--- config.mk ---
export PLATFORM = sky130hd
export DESIGN_NAME = fir_coeff_ctrl_flat
export DESIGN_NICKNAME = d
export VERILOG_FILES = /design/src/rtl/fir_coeff_ctrl_if.sv /design/src/rtl/fir_coeff_ctrl.sv /design/src/flat_wrapper.sv
export SDC_FILE = /design/constraint.sdc
export NUM_CORES = 1
export LEC_CHECK = 0
export BUFFER_PORTS_ARGS = -buffer_cell sky130_fd_sc_hd__buf_2
export CORE_MARGIN = 2
export CORE_UTILIZATION = 62
export CTS_CLUSTER_SIZE = 40
export DETAILED_ROUTE_END_ITERATION = 8
export GPL_TIMING_DRIVEN = 0
export PLACE_DENSITY = 0.85
export SLEW_MARGIN = 0
export SYNTH_ARGS = -nofsm -noshare
export SYNTH_HDL_FRONTEND = slang
export SYNTH_SLANG_ARGS = --single-unit
--- constraint.sdc ---
create_clock -name clk -period 3.32 [get_ports clk]
set_input_delay 0.166 -clock clk [delete_from_list [all_inputs] [get_ports clk]]
set_output_delay 0.166 -clock clk [all_outputs]
set_load 0.1 [all_outputs]
--- src/rtl/fir_coeff_ctrl_if.sv ---
// Coefficient-load handshake bundle: a master streams signed tap words, the
// controller answers with ready while it can take another word.
interface fir_coeff_ctrl_if #(
    parameter int TAP_COEFF_WIDTH = 5
);
    logic                              cfg_valid;
    logic signed [TAP_COEFF_WIDTH-1:0] cfg_data;
    logic                              cfg_last;
    logic                              cfg_ready;

    modport master (
        output cfg_valid,
        output cfg_data,
        output cfg_last,
        input  cfg_ready
    );

    modport slave (
        input  cfg_valid,
        input  cfg_data,
        input  cfg_last,
        output cfg_ready
    );
endinterface

--- src/rtl/fir_coeff_ctrl.sv ---
// FIR coefficient controller: loads a full tap set into a shadow bank, gates the
// filter input while the delay line drains, then swaps the set into the active bank.
module fir_coeff_ctrl #(
    parameter int TAP_COEFF_WIDTH = 5,
    parameter int NUM_TAPS        = 50,
    parameter int DRAIN_CYCLES    = NUM_TAPS
) (
    input  logic                                clk,
    input  logic                                rst,
    fir_coeff_ctrl_if.slave                     cfg,
    output logic [TAP_COEFF_WIDTH*NUM_TAPS-1:0] tap_coeffs,
    output logic                                in_gate,
    output logic                                busy,
    output logic                                done,
    output logic                                err
);

    localparam int IDX_W  = $clog2(NUM_TAPS);
    localparam int DCNT_W = (DRAIN_CYCLES < 2) ? 1 : $clog2(DRAIN_CYCLES);

    localparam logic [IDX_W-1:0]  LAST_IDX   = IDX_W'(NUM_TAPS - 1);
    localparam logic [DCNT_W-1:0] DRAIN_LAST = DCNT_W'(DRAIN_CYCLES - 1);

    localparam logic [1:0] S_IDLE   = 2'd0;
    localparam logic [1:0] S_LOAD   = 2'd1;
    localparam logic [1:0] S_DRAIN  = 2'd2;
    localparam logic [1:0] S_COMMIT = 2'd3;

    logic [1:0]                          r_state;
    logic [IDX_W-1:0]                    r_index;
    logic [DCNT_W-1:0]                   r_drainCnt;
    logic                                r_ready;
    logic                                r_done;
    logic                                r_err;
    logic [TAP_COEFF_WIDTH-1:0]          r_shadow [NUM_TAPS];
    logic [TAP_COEFF_WIDTH*NUM_TAPS-1:0] r_active;

    logic [1:0] w_nextState;
    logic       w_handshake;
    logic       w_abort;

    assign w_handshake = cfg.cfg_valid & r_ready;

    // A set is only well framed when cfg_last lands exactly on the final tap.
    always_comb begin
        w_nextState = r_state;
        w_abort     = 1'b0;
        case (r_state)
            S_IDLE: begin
                if (w_handshake) begin
                    if (cfg.cfg_last) w_abort     = 1'b1;
                    else              w_nextState = S_LOAD;
                end
            end
            S_LOAD: begin
                if (w_handshake) begin
                    if (r_index == LAST_IDX) begin
                        if (cfg.cfg_last) w_nextState = S_DRAIN;
                        else              w_abort     = 1'b1;
                    end else if (cfg.cfg_last) begin
                        w_abort = 1'b1;
                    end
                end
                if (w_abort) w_nextState = S_IDLE;
            end
            S_DRAIN: begin
                if (r_drainCnt == DRAIN_LAST) w_nextState = S_COMMIT;
            end
            S_COMMIT: begin
                w_nextState = S_IDLE;
            end
            default: begin
                w_nextState = S_IDLE;
            end
        endcase
    end

    // Ready is registered from the next state, so it stays low while reset is
    // held and rises on the first edge after release.
    always_ff @(posedge clk or negedge rst) begin
        if (!rst) begin
            r_state    <= S_IDLE;
            r_index    <= '0;
            r_drainCnt <= '0;
            r_ready    <= 1'b0;
            r_done     <= 1'b0;
            r_err      <= 1'b0;
            r_active   <= '0;
            for (int i = 0; i < NUM_TAPS; i++) begin
                r_shadow[i] <= '0;
            end
        end else begin
            r_state <= w_nextState;
            r_ready <= (w_nextState == S_IDLE) || (w_nextState == S_LOAD);
            r_err   <= w_abort;
            r_done  <= (r_state == S_COMMIT);

            if (w_handshake) begin
                r_shadow[r_index] <= cfg.cfg_data;
            end

            if (w_abort || (w_nextState == S_DRAIN)) begin
                r_index <= '0;
            end else if (w_handshake) begin
                r_index <= r_index + IDX_W'(1);
            end

            if ((r_state == S_DRAIN) && (w_nextState == S_DRAIN)) begin
                r_drainCnt <= r_drainCnt + DCNT_W'(1);
            end else begin
                r_drainCnt <= '0;
            end

            if (r_state == S_COMMIT) begin
                for (int i = 0; i < NUM_TAPS; i++) begin
                    r_active[i*TAP_COEFF_WIDTH +: TAP_COEFF_WIDTH] <= r_shadow[i];
                end
            end
        end
    end

    assign cfg.cfg_ready = r_ready;
    assign tap_coeffs    = r_active;
    assign in_gate       = (r_state == S_DRAIN) || (r_state == S_COMMIT);
    assign busy          = (r_state != S_IDLE);
    assign done          = r_done;
    assign err           = r_err;

endmodule

--- src/flat_wrapper.sv ---
// flat-port wrapper written by rule: the top's interface ports become plain ports
module fir_coeff_ctrl_flat 
#(
    parameter int TAP_COEFF_WIDTH = 5,
    parameter int NUM_TAPS        = 50,
    parameter int DRAIN_CYCLES    = NUM_TAPS
)
  (clk, rst, tap_coeffs, in_gate, busy, done, err, cfg_cfg_valid, cfg_cfg_data, cfg_cfg_last, cfg_cfg_ready);
  fir_coeff_ctrl_if #(.TAP_COEFF_WIDTH(TAP_COEFF_WIDTH)) cfg_i ();
  input  logic clk;
  input  logic rst;
  output logic [TAP_COEFF_WIDTH*NUM_TAPS-1:0] tap_coeffs;
  output logic in_gate;
  output logic busy;
  output logic done;
  output logic err;
  input wire logic [$bits(cfg_i.cfg_valid)-1:0] cfg_cfg_valid;
  input wire logic [$bits(cfg_i.cfg_data)-1:0] cfg_cfg_data;
  input wire logic [$bits(cfg_i.cfg_last)-1:0] cfg_cfg_last;
  output wire logic [$bits(cfg_i.cfg_ready)-1:0] cfg_cfg_ready;
  assign cfg_i.cfg_valid = cfg_cfg_valid;
  assign cfg_i.cfg_data = cfg_cfg_data;
  assign cfg_i.cfg_last = cfg_cfg_last;
  assign cfg_cfg_ready = cfg_i.cfg_ready;
  fir_coeff_ctrl #(.TAP_COEFF_WIDTH(TAP_COEFF_WIDTH), .NUM_TAPS(NUM_TAPS), .DRAIN_CYCLES(DRAIN_CYCLES)) u_core (.clk(clk), .rst(rst), .cfg(cfg_i), .tap_coeffs(tap_coeffs), .in_gate(in_gate), .busy(busy), .done(done), .err(err));
endmodule
==> results.md <==
- Status: completed
- Initial antenna violation count: 0
- Die area: ~0.034 sq mm
- Proportion of layout cells with a drive suffix above 1: 0.583
- Final Hold Viols: 0
- Total power draw: 13.5 mW
- ANT nets after route: 0
- Worst Path Required: ~3800 ps
- CTS Buf Count: 50
- # rows: 65
- Initial DRC Count: roughly 600
- Via/cell ratio: about 5.7
- Commonest non-fill, non-tap cell in the layout: dfrtp_1
- CTS Sinks: just over 500
- Clock root cell: clkbuf_16
- Tot GR Track Use: 0.275
- FF-to-FF End: u_core.tap_coeffs[182]
- CP endpoint kind: register
- Sum of negative setup slack: 0 ps
- Cell count after synthesis: approximately 1.2k
- Leakage: 12.7 nW
- Setup slack, reg-to-reg: around 1200 ps
- Area growth syn-to-layout: 18.4%
- Clock tree buffer depth: 3
- DP Area: ~0.022 sq mm
- Count of different cell masters after synthesis: 46
- Worst Hold Class: in -> async
- Max_slew headroom: 0.484
- Crit Path Class: reg -> reg
- Vias: approximately 11k
- # setup viols final: 0
- Reg2reg start: u_core.r_state[1]
- 1st-pass router iterations: 4
- Pwr dens: 569 mW/mm^2
- Layout Skew: approximately 13 ps
- Largest net degree at the start of global routing: 129
- Average size of a mapped cell: between 15 and 20 sq um
- Worst setup SP type: register
- Sw Pwr: around 3.0 mW
- Switching share of power: 0.222
- Crit share post-route: 0.634
- Register area share after synthesis: 0.648
- Dpl hpwl: about 30000 um
- Synth warn: 0
- Worst slew pin tran: ~770 ps
- Critical-path top delay cell: dfrtp_1
- Starting Density: 0.631
- Post-synth top flop: dfrtp_1
- Vias in the first global route: ~12k
- Register bit total from synthesis: ~520
- Deepest level of the CTS H-tree: 2
- # nets final: 1547
- Residual DRC count: 0
- Max Cap Viol: 0
- CTS tree: done
- Maximum fanout along the worst path: 10
- Antenna Cells: 0
- Final Max Tran Viols: 0
- RSZ-0062 raised after global routing: no
- Die Width: 183 um
- Internal Power: 10.5 mW
- Final core occ: 0.747
- Wire per inst: about 23 um
- Clock slew at reported path FFs: 70 ps
- Worst-path cell chain: nand2_2, inv_2, buf_2, buf_4, mux2_2
- Maximum clock frequency: 475 MHz
- Clk_lat worst skew: between 500 and 600 ps
- Worst Reg-to-Reg Cells: 5
- Flop pwr share: 0.502
- Ports: around 260
- Post-synth EDFFs: 0
- Layout Cell Area excl Fill: about 0.024 sq mm
- Synth Cell Area: about 0.02 sq mm
- Global-route wire length before repair: ~70000 um
- Post-synth ARST share: 1.00
- Port bufs: around 260
- Clock power frac: 0.441
- Total nets after synthesis: between 1k and 1.5k
- Tmin final: roughly 2100 ps
- Critical Path Max Stage Delay: between 400 and 500 ps
- Power share of the combinational group: 0.057
- Die height: around 180 um
- Final wirelength: roughly 45000 um
- Peak supply drop: between 0.4 and 0.5 mV
- Crit path DAT: approximately 2500 ps
- Most frequent cells in the layout: dfrtp_1, mux2_2, buf_2
- Min Hold Slack: 15.7 ps
- Core Box Area: approximately 0.032 sq mm
- Grt ovf: 0
- GPL Wtd Cong: between 0.7 and 0.8
- Filler Cell Count: 1922
## cell families after synthesis
family,synth area share
simple gates,0.0450
flops,0.648
fa+ha+maj,0.00251
mux,0.282
xor+xnor,0.00395
compound gates,0.00213
buf+inv,0.0162
## worst max-delay path, delay by kind of cell, from the launching register on
family	cells	cell delay [ps]
flops	1	480
mux	1	360
buf+inv	3	900
simple gates	1	230
## per-layer routing
| metal | GRT usage | share of wire |
|---|---|---|
| met1 | 0.369 | 0.42 |
| met2 | 0.448 | 0.49 |
| met3 | 0.0616 | 0.056 |
| met4 | 0.0970 | 0.036 |
| met5 | 0 | 0 |
## power by group through the flow
stage,registers [mW],logic [mW],clock network [mW]
CTS,6.74,0.782,6.01
global route,6.78,0.844,6.28
floorplan,6.80,0.490,0
detailed placement,6.85,0.769,0
global placement,6.84,0.722,0
finish,6.75,0.770,5.94
## registers in the layout, summed over array words and instances (netlist names)
| register | flops |
|---|---|
| u_core.cfg.cfg_ready | 1 |
| u_core.r_state | 2 |
| u_core.err | 1 |
| u_core.done | 1 |
| u_core.r_index | 6 |
| u_core.r_drainCnt | 6 |
| u_core.r_shadow | 250 |
| u_core.tap_coeffs | 250 |
## synth_stat cells, types with 3 or more instances
library cell	n	area, sq um
dfrtp_1	517	12900
mux2_2	488	5500
nor2_4	34	383
clkbuf_1	26	97.6
nand2_1	19	71.3
buf_2	18	90.1
buf_4	15	113
mux2_1	12	135
nor2_1	12	45.0
nand3_1	7	35.0
nor3_1	7	35.0
xor2_1	5	43.8
ha_1	4	50.1
inv_1	4	15.0
xnor2_1	4	35.0
nand2_2	3	18.8
nor2_2	3	18.8
nor2b_1	3	18.8
nor3b_1	3	22.5
## stage by stage
step	worst slack (ps)	std cells
after floorplan	1010	1218
after global placement	-7840	1878
after detailed placement	1250	1882
after CTS	1220	1977
after global routing	1140	1977
final	1220	1977
## final cells by class
cell class / instances / area (sq um) / area share
flip-flops and latches: 517 / 12900 / 0.547
multi-input cells: 636 / 6700 / 0.283
clock inverters: 19 / 256 / 0.0109
well taps: 402 / 503 / 0.0213
clock buffers: 74 / 1490 / 0.0628
plain buffers: 60 / 304 / 0.0129
repair buffers: 264 / 1430 / 0.0606
inverters: 5 / 18.8 / 0.000794
## how the worst max path moves through the flow
stage / start / end / slack, ps / cells after the start
floorplan: u_core.cfg.cfg_ready / u_core.r_shadow[175] / 1010 / 4
global placement: rst / u_core.r_shadow[44] / -7840 / 1
detailed placement: u_core.r_state[1] / u_core.tap_coeffs[144] / 1250 / 5
CTS: u_core.r_state[1] / u_core.tap_coeffs[144] / 1220 / 5
global route: u_core.r_state[1] / u_core.tap_coeffs[147] / 1140 / 5
finish: u_core.r_state[1] / u_core.tap_coeffs[182] / 1220 / 5
## timing repair
item | in CTS | in global routing
endpoints found under the setup margin | 0 | 0
resized for setup | 0 | 0
buffers inserted | 0 | 0
hold endpoints to repair | 265 | 0
hold buffers | 2 | 0
(Power assumes the default switching activity.)
